`config.mk`:
```
export PLATFORM = sky130hd
export DESIGN_NAME = branch_resolve
export DESIGN_NICKNAME = d
export VERILOG_FILES = /design/src/rtl/branch_resolve.sv
export SDC_FILE = /design/constraint.sdc
export NUM_CORES = 1
export LEC_CHECK = 0
export CAP_MARGIN = 20
export CORE_UTILIZATION = 45
export DETAILED_ROUTE_END_ITERATION = 7
export PLACE_DENSITY = 0.7
export REMOVE_ABC_BUFFERS = 1
export SYNTH_ARGS = -nofsm -noshare
export SYNTH_HDL_FRONTEND = slang
export SYNTH_SLANG_ARGS = --single-unit
```
`constraint.sdc`:
```
create_clock -name clock_in -period 4.9 [get_ports clock_in]
set_input_delay 0.735 -clock clock_in [delete_from_list [all_inputs] [get_ports clock_in]]
set_output_delay 0.735 -clock clock_in [all_outputs]
set_load 0.005 [all_outputs]
```
`src/rtl/branch_resolve.sv`:
```
// Branch resolution: queues predicted-taken targets from fetch, checks them against
// execute outcomes, and issues a one-cycle PC correction on a mispredict.
module branch_resolve #(
   parameter int XLEN  = 32,
   parameter int DEPTH = 4
) (
   input  logic                     clock_in,
   input  logic                     reset_in,
   input  logic                     pred_push_in,
   input  logic [XLEN-1:0]          pred_target_in,
   output logic                     pred_ready_out,
   input  logic                     res_valid_in,
   input  logic                     res_pred_in,
   input  logic                     res_taken_in,
   input  logic [XLEN-1:0]          res_pc_in,
   input  logic [XLEN-1:0]          res_target_in,
   output logic                     correction_en_out,
   output logic [XLEN-1:0]          correction_addr_out,
   output logic [15:0]              mispredict_count_out,
   output logic [$clog2(DEPTH):0]   queue_count_out,
   output logic                     error_out
);

   localparam int AW = $clog2(DEPTH);

   typedef enum logic {RUN, CORRECT} state_t;

   state_t            state;
   logic [XLEN-1:0]   mem [DEPTH];
   logic [AW-1:0]     rd_ptr, wr_ptr;
   logic [AW:0]       count;

   logic              full, empty, resolve, mispredict, pop, push_acc, empty_pop;
   logic [XLEN-1:0]   head, fix_addr;

   assign full           = (count == (AW+1)'(DEPTH));
   assign empty          = (count == '0);
   assign pred_ready_out = !full;
   assign head           = mem[rd_ptr];
   assign resolve        = (state == RUN) && res_valid_in;
   assign fix_addr       = res_taken_in ? res_target_in : res_pc_in + XLEN'(4);

   always_comb begin
      mispredict = 1'b0;
      empty_pop  = 1'b0;
      if (resolve && res_pred_in) begin
         empty_pop  = empty;
         mispredict = empty || !(res_taken_in && (res_target_in == head));
      end else if (resolve && res_taken_in) begin
         mispredict = 1'b1;
      end
   end

   assign pop      = resolve && res_pred_in && !empty;
   // A push landing on the mispredict edge is wrong-path and is discarded by the flush.
   assign push_acc = pred_push_in && !full && !mispredict;

   always_ff @(posedge clock_in) begin
      if (push_acc) mem[wr_ptr] <= pred_target_in;
   end

   always_ff @(posedge clock_in or posedge reset_in) begin
      if (reset_in) begin
         state                <= RUN;
         rd_ptr               <= '0;
         wr_ptr               <= '0;
         count                <= '0;
         correction_en_out    <= 1'b0;
         correction_addr_out  <= '0;
         mispredict_count_out <= '0;
         error_out            <= 1'b0;
      end else begin
         if ((pred_push_in && full) || empty_pop) error_out <= 1'b1;
         if (mispredict) begin
            state               <= CORRECT;
            correction_en_out   <= 1'b1;
            correction_addr_out <= fix_addr;
            rd_ptr              <= '0;
            wr_ptr              <= '0;
            count               <= '0;
            if (mispredict_count_out != 16'hFFFF)
               mispredict_count_out <= mispredict_count_out + 16'd1;
         end else begin
            state             <= RUN;
            correction_en_out <= 1'b0;
            if (push_acc) wr_ptr <= wr_ptr + AW'(1);
            if (pop)      rd_ptr <= rd_ptr + AW'(1);
            if (push_acc && !pop)      count <= count + (AW+1)'(1);
            else if (pop && !push_acc) count <= count - (AW+1)'(1);
         end
      end
   end

   assign queue_count_out = count;

endmodule

```
==> results.md, run 1 <==
- Worst-Skew Late Latency: 0.44 ns
- Post-Synthesis Cells: 582
- Post-route DRC: 0
- Final non-filler cell total: 988
- PD cells: 435 nW/um2
- Distinct cells, synth: 43
- Max IR drop VDD: 0.000293 V
- Post-synthesis simple-gate area fraction: 9.46%
- Global-route wire length before repair: 31.5 mm
- Post-synthesis mux area share: 14.2%
- Startpoint types: register
- Netlist Area Pre-Place: 8520 um2
- Final Hold Vio Count: 0
- RSZ-0062 raised after global routing: false
- Synth area leaders: edfxtp_1 45%, dfrtp_1 17%, mux4_2 7.7%, xnor2_1 5.2%, mux2_4 3.7%
- Crit end category: register
- Antenna diodes: 0
- Critical path class: register to register
- Number of max-cap violations: 0
- Via density: 5.51
- Vias in the first global route: 5,537
- Post-CTS sizing: 0
- Initial antenna violation count: 0
- Clock-pin slew on the worst setup and hold paths: 0.07 ns
- GRT Total Usage: 21.8%
- Hold Crit Class: register to register
- DP Area: 10,300 um2
- CTS tree: built
- Wire length on met3: 929 um
- Gpl congestion: 0.866
- Routed wire length: 20.3 mm
- Area Growth Syn to Fin: 28.2%
- TritonCTS buffer count: 17
- Period utilization: 86.4%
- Compound-Gate Fraction of Synth Area: 2.98%
- Initial Utilization: 46.6%
- Worst slack, placed: 0.622 ns
- Share of post-route cells with drive strength above 1: 13.6%
- Via Count: 5,448
- Avg WL per Cell: 20.5 um
- Die area: 19,500 um2
- Final setup fails: 0
- DRT Pass-1 Iters: 4
- Main combinational cell family by area after synthesis: multiplexers
- GRT Residual Overflow: 0
- Yosys top cell by area: edfxtp_1
- Post-Synth Adder-Cell Area: 1.12%
- Synthesis warning total: 0
- Metal1 wirelength: 9.00 mm
- Sequential element share of the synthesized area: 61.9%
- Dpl hpwl: 14.2 mm
- Iteration-0 DRC Markers: 318
- I/O pin count: 156
- CTS sink cnt: 185
- Placed cells: 956
- Post-route cell area: 10,900 um2
- Max Fclk: 236 MHz
- Status: completed
- Static leakage: 0.00392 uW
- Final ANT Viol Nets: 0
- Yosys reg bits: 185
- Clk_skew: 0.0114 ns
- Met2 wire len: 9.89 mm
- FP Rows: 49
- CP required: 5.24 ns
- Syn avg cell area: 14.6 um2
- Root Driver: clkbuf_16
- Synth top area share: 45.1%
- Number of nets in the layout: 855
- Max_slew headroom: 48.1%
- Synth Area in XOR/XNOR: 8.02%
- TNS Setup: 0 ns
- Slew @ Worst Pin: 0.779 ns
- Pins Over Slew Limit: 0
- Final worst setup slack: 0.665 ns
- Top Layer Used: met4
- Die Y: 140 um
- Crit path max fanout: 27
- PortBufs: 155
- Post-CTS setup buffers: 0
- Max H-tree Level: 4
- Die X: 140 um
- # hold bufs at CTS: 0
- Arrival time at the worst endpoint: 4.57 ns
- Post-layout min period: 4.24 ns
- Largest net degree at the start of global routing: 58
- Clock Path Buffers: 2
- Core Footprint: 18,300 um2
==> where the power goes <==
part,internal [uW],switching (uW),total (uW)
clock,780,615,1390
sequential,1940,174,2110
combinational,709,534,1240
==> placed cells by master, fill, tap and decap left out, drive strengths merged, types with 2 or more instances in the layout <==
master         count
clkdlybuf4s50    154
edfxtp           128
dfrtp             57
xnor2             51
nand2             42
mux4              29
xor2              27
mux2              24
nor2              23
nand4             23
o21ai             22
inv               22
mux2i             21
nand3             19
clkbuf            19
a21oi             14
and3              14
buf               14
and4               8
and2               7
nor3               6
ha                 6
clkinv             4
nor4               3
a211oi             2
or3                2
o311ai             2
and4b              2
nor2b              2
bufinv             2
==> worst max-delay path: stages, from the launching register on <==
cell,delay [ns]
dfrtp_2,0.87
buf_4,0.33
mux4_2,0.53
xnor2_1,0.16
nand2_1,0.08
nor4_1,0.35
nand4_1,0.27
nand2_2,0.18
inv_2,0.05
nor3_1,0.23
fa_1,0.48
or3_1,0.39
a221oi_1,0.23
==> stage by stage <==
step                      total power [uW]  utilization, %  hold slack (ns)
after floorplan                       2850               -            0.451
after global placement                3360            56.5            0.447
after detailed placement              3400            56.5            0.461
after CTS                             4800            59.8            0.473
after global routing                  4980            59.8            0.496
final                                 4750            59.8            0.470
==> registers in the layout, summed over array words and instances, names as in the netlist <==
name,cells
mem,128
state,1
correction_addr_out,32
queue_count_out,3
rd_ptr,2
wr_ptr,2
mispredict_count_out,16
error_out,1
==> Yosys cell counts, drive strengths merged <==
| cell | n |
|---|---|
| edfxtp | 128 |
| dfrtp | 57 |
| xnor2 | 51 |
| nand2 | 42 |
| mux4 | 29 |
| xor2 | 27 |
| mux2 | 24 |
| nand4 | 23 |
| nor2 | 23 |
| o21ai | 22 |
| mux2i | 21 |
| nand3 | 19 |
| inv | 16 |
| a21oi | 14 |
| and3 | 14 |
| buf | 13 |
| clkbuf | 10 |
| and4 | 8 |
| and2 | 7 |
| ha | 6 |
| nor3 | 6 |
| nor4 | 3 |
| a211oi | 2 |
| and4b | 2 |
| nor2b | 2 |
| o311ai | 2 |
| or3 | 2 |
| a21o | 1 |
| a221oi | 1 |
| a31oi | 1 |
| a32o | 1 |
| and3b | 1 |
| fa | 1 |
| nor3b | 1 |
| nor4b | 1 |
| o31a | 1 |
==> path summary, 6_finish.rpt <==
path,startpoint,to,slack (ns),cells past startpoint
setup reg to reg,rd_ptr[0]$_DFFE_PP0P_,queue_count_out[1]$_DFFE_PP0P_,0.66,12
hold / removal,error_out$_DFFE_PP0P_,error_out$_DFFE_PP0P_,0.47,1
hold reg to reg,error_out$_DFFE_PP0P_,error_out$_DFFE_PP0P_,0.47,1
max in group asynchronous,reset_in,rd_ptr[0]$_DFFE_PP0P_,3.49,3
min in group asynchronous,reset_in,mispredict_count_out[7]$_DFFE_PP0P_,0.85,3
setup / recovery,rd_ptr[0]$_DFFE_PP0P_,queue_count_out[1]$_DFFE_PP0P_,0.66,12
==> cells by family (layout without fill, tap and decap cells) <==
kind of cell             after synthesis  after routing
multiplexers                          74             74
adder cells (fa/ha/maj)                7              7
AND/OR/NAND/NOR                      154            154
buffers and inverters                 39            216
XOR/XNOR                              78             78
AO/OA/AOI/OAI                         45             45
flip-flops                           185            185
==> layer usage <==
layer | vias to the layer above | GRT usage (%)
met1 | 2722 | 29.3
met5 | - | 0
met2 | 181 | 35.6
met4 | 0 | 8.04
li1 | 2515 | -
met3 | 30 | 3.99
==> cell type report <==
type                       count  area, um2
clock inverter                13        156
clock buffer                  19        443
tap                          229        287
timing repair buffer         168       1640
fill                        1403       7350
sequential                   185       5270
multi-input combinational    358       3060
inverter                      16       60.1
(Power assumes the default switching activity.)
==> run 2, diff against run 1 <==
RECOVER_POWER = 25   (was unset)
==> results.md, run 2 (same netlist as run 1, synthesis figures left out) <==
- Hold Slack: 0.470 ns
- Share of post-route cells with drive strength above 1: 13.6%
- Startpoint types: register
- Clock-pin slew on the worst setup and hold paths: 0.07 ns
- Die area: 19,500 um2
- Core Footprint: 18,300 um2
- Period utilization: 86.5%
- Final Hold Vio Count: 0
- Initial antenna violation count: 0
- Final non-filler cell total: 988
- Slew @ Worst Pin: 0.779 ns
- Worst-Skew Late Latency: 0.44 ns
- CP startpoint: rd_ptr[0]$_DFFE_PP0P_
- Combinational power share: 26.1%
- Most frequent cells in the layout: 128 x edfxtp_1, 127 x clkdlybuf4s50_1, 56 x dfrtp_1
- RSZ-0062 raised after global routing: false
- CTS sink cnt: 185
- Worst path bufs/invs: 2
- Number of nets in the layout: 855
- Max Fclk: 236 MHz
- Area Growth Syn to Fin: 28.2%
- GRT Total Usage: 21.8%
- Max_slew headroom: 48.1%
- Gpl congestion: 0.866
- CP top delay family: simple AND/OR/NAND/NOR gates
- Final setup fails: 0
- Slowest-stage cell, CP: dfrtp_2
- Pins Over Slew Limit: 0
- Post-layout min period: 4.24 ns
- Placed cells: 956
- Vias in the first global route: 5,537
- Via density: 5.51
- TritonCTS buffer count: 17
- TNS Setup: 0 ns
- Global-route wire length before repair: 31.5 mm
- Iteration-0 DRC Markers: 318
- Wire length on met3: 968 um
- Most flop-heavy register: mem
- # hold bufs at CTS: 0
- Post-route DRC: 0
- Antenna diodes: 0
- I/O pin count: 156
- Metal1 wirelength: 8.93 mm
- Routed wire length: 20.2 mm
- Via Count: 5,447
- Crit path max fanout: 27
- Post-CTS setup buffers: 0
- Crit end category: register
- CTS tree: built
- Worst setup path endpoint: queue_count_out[1]$_DFFE_PP0P_
- Die Y: 140 um
- Arrival time at the worst endpoint: 4.58 ns
- Avg WL per Cell: 20.5 um
- Max H-tree Level: 4
- Top Layer Used: met4
- Dpl hpwl: 14.2 mm
- Final ANT Viol Nets: 0
- FP Rows: 49
- Largest net degree at the start of global routing: 58
- Clk_skew: 0.0113 ns
- Critical Path, Cell by Cell: buf_4, mux4_2, xnor2_1, nand2_1, nor4_1, nand4_1, nand2_2, inv_2, nor3_1, fa_1, or3_1, a221oi_1
- Slowest stage delay, CP: 0.87 ns
- Register-to-register setup slack: 0.66 ns
- Static leakage: 0.00392 uW
- Clock power frac: 29.4%
- Sw power: 1320 uW
- Max FFs per register: 128
- Switching part of the total: 27.9%
- Max IR drop VDD: 0.000293 V
- Status: completed
- DRT Pass-1 Iters: 5
- Root Driver: clkbuf_16
- Util after Layout: 59.8%
- Post-CTS sizing: 0
- Commonest non-fill, non-tap cell in the layout: edfxtp_1
- Cells on worst reg2reg path: 12
- Critical path class: register to register
- PortBufs: 155
- CP required: 5.24 ns
- Die X: 140 um
- Hold Crit Class: register to register
- Worst reg2reg startpoint: rd_ptr[0]$_DFFE_PP0P_
- DP Area: 10,300 um2
- Met2 wire len: 9.90 mm
- Largest regs: mem: 128 flops, correction_addr_out: 32 flops, mispredict_count_out: 16 flops
- Crit path depth: 12
- PD cells: 434 nW/um2
- Number of max-cap violations: 0
- Post-route cell area: 10,900 um2
- R2r endpoint: queue_count_out[1]$_DFFE_PP0P_
- Sequential share of power: 44.5%
- HP Start: error_out$_DFFE_PP0P_
- Clock Path Buffers: 2
- Initial Utilization: 46.6%
- GRT Residual Overflow: 0
- Int Power: 3420 uW
[run 2: changes by cell type in the layout (fill, tap and decap cells not counted), sizes merged]
cell           previous run  this run
clkdlybuf4s50           154       127
dlygate4sd3               0        27
[run 2: per-layer routing]
| layer | track usage [%] | vias to the layer above |
|---|---|---|
| li1 | - | 2515 |
| met1 | 29.3 | 2709 |
| met2 | 35.6 | 193 |
| met3 | 3.99 | 30 |
| met4 | 8.04 | 0 |
| met5 | 0 | - |
[run 2: how the worst min path moves through the flow]
stage	to	slack, ns	depth (start not counted)
after floorplan	error_out$_DFFE_PP0P_	0.45	1
after global placement	error_out$_DFFE_PP0P_	0.45	1
after detailed placement	error_out$_DFFE_PP0P_	0.46	1
after CTS	error_out$_DFFE_PP0P_	0.47	1
after global routing	error_out$_DFFE_PP0P_	0.50	1
final	error_out$_DFFE_PP0P_	0.47	1
[run 2: through the flow]
stage	worst slack [ns]	total power (uW)
6_report	0.661	4740
5_1_grt	0.265	4970
4_1_cts	0.610	4800
3_5_place_dp	0.622	3400
3_3_place_gp	0.822	3360
2_1_floorplan	-0.209	2850
[run 2: power by group through the flow]
stage / Sequential [uW] / Clock, uW / Combinational [uW]
3_5_place_dp: 2150 / 0 / 1250
6_report: 2110 / 1390 / 1240
5_1_grt: 2150 / 1480 / 1350
4_1_cts: 2120 / 1420 / 1260
2_1_floorplan: 2140 / 0 / 704
3_3_place_gp: 2130 / 0 / 1220
[run 2: layout make-up]
class / count / area, um2
Inverter: 16 / 60.1
Tap cell: 229 / 287
Multi-Input combinational cell: 358 / 3060
Clock inverter: 13 / 156
Clock buffer: 19 / 443
Fill cell: 1403 / 7350
Sequential cell: 185 / 5270
Timing Repair Buffer: 168 / 1640
==> run 3, diff against run 2 <==
--- a/config.mk
+++ b/config.mk
@@ -6,4 +6,5 @@
 export NUM_CORES = 1
 export LEC_CHECK = 0
+export ABC_CLOCK_PERIOD_IN_PS = 4900
 export CAP_MARGIN = 20
 export CORE_UTILIZATION = 45
==> constraint.sdc (replaced) <==
create_clock -name clock_in -period 4.9 [get_ports clock_in]
set_input_delay 0.735 -clock clock_in [delete_from_list [all_inputs] [get_ports clock_in]]
set_output_delay 0.735 -clock clock_in [all_outputs]
set_load 0.1 [all_outputs]
==> results of run 3 <==
Same layout as run 2 (identical final DEF). Status: completed.
Among the figures that moved: total power 4740 uW -> 5420 uW; worst IR drop on VDD 0.000293 V -> 0.000294 V
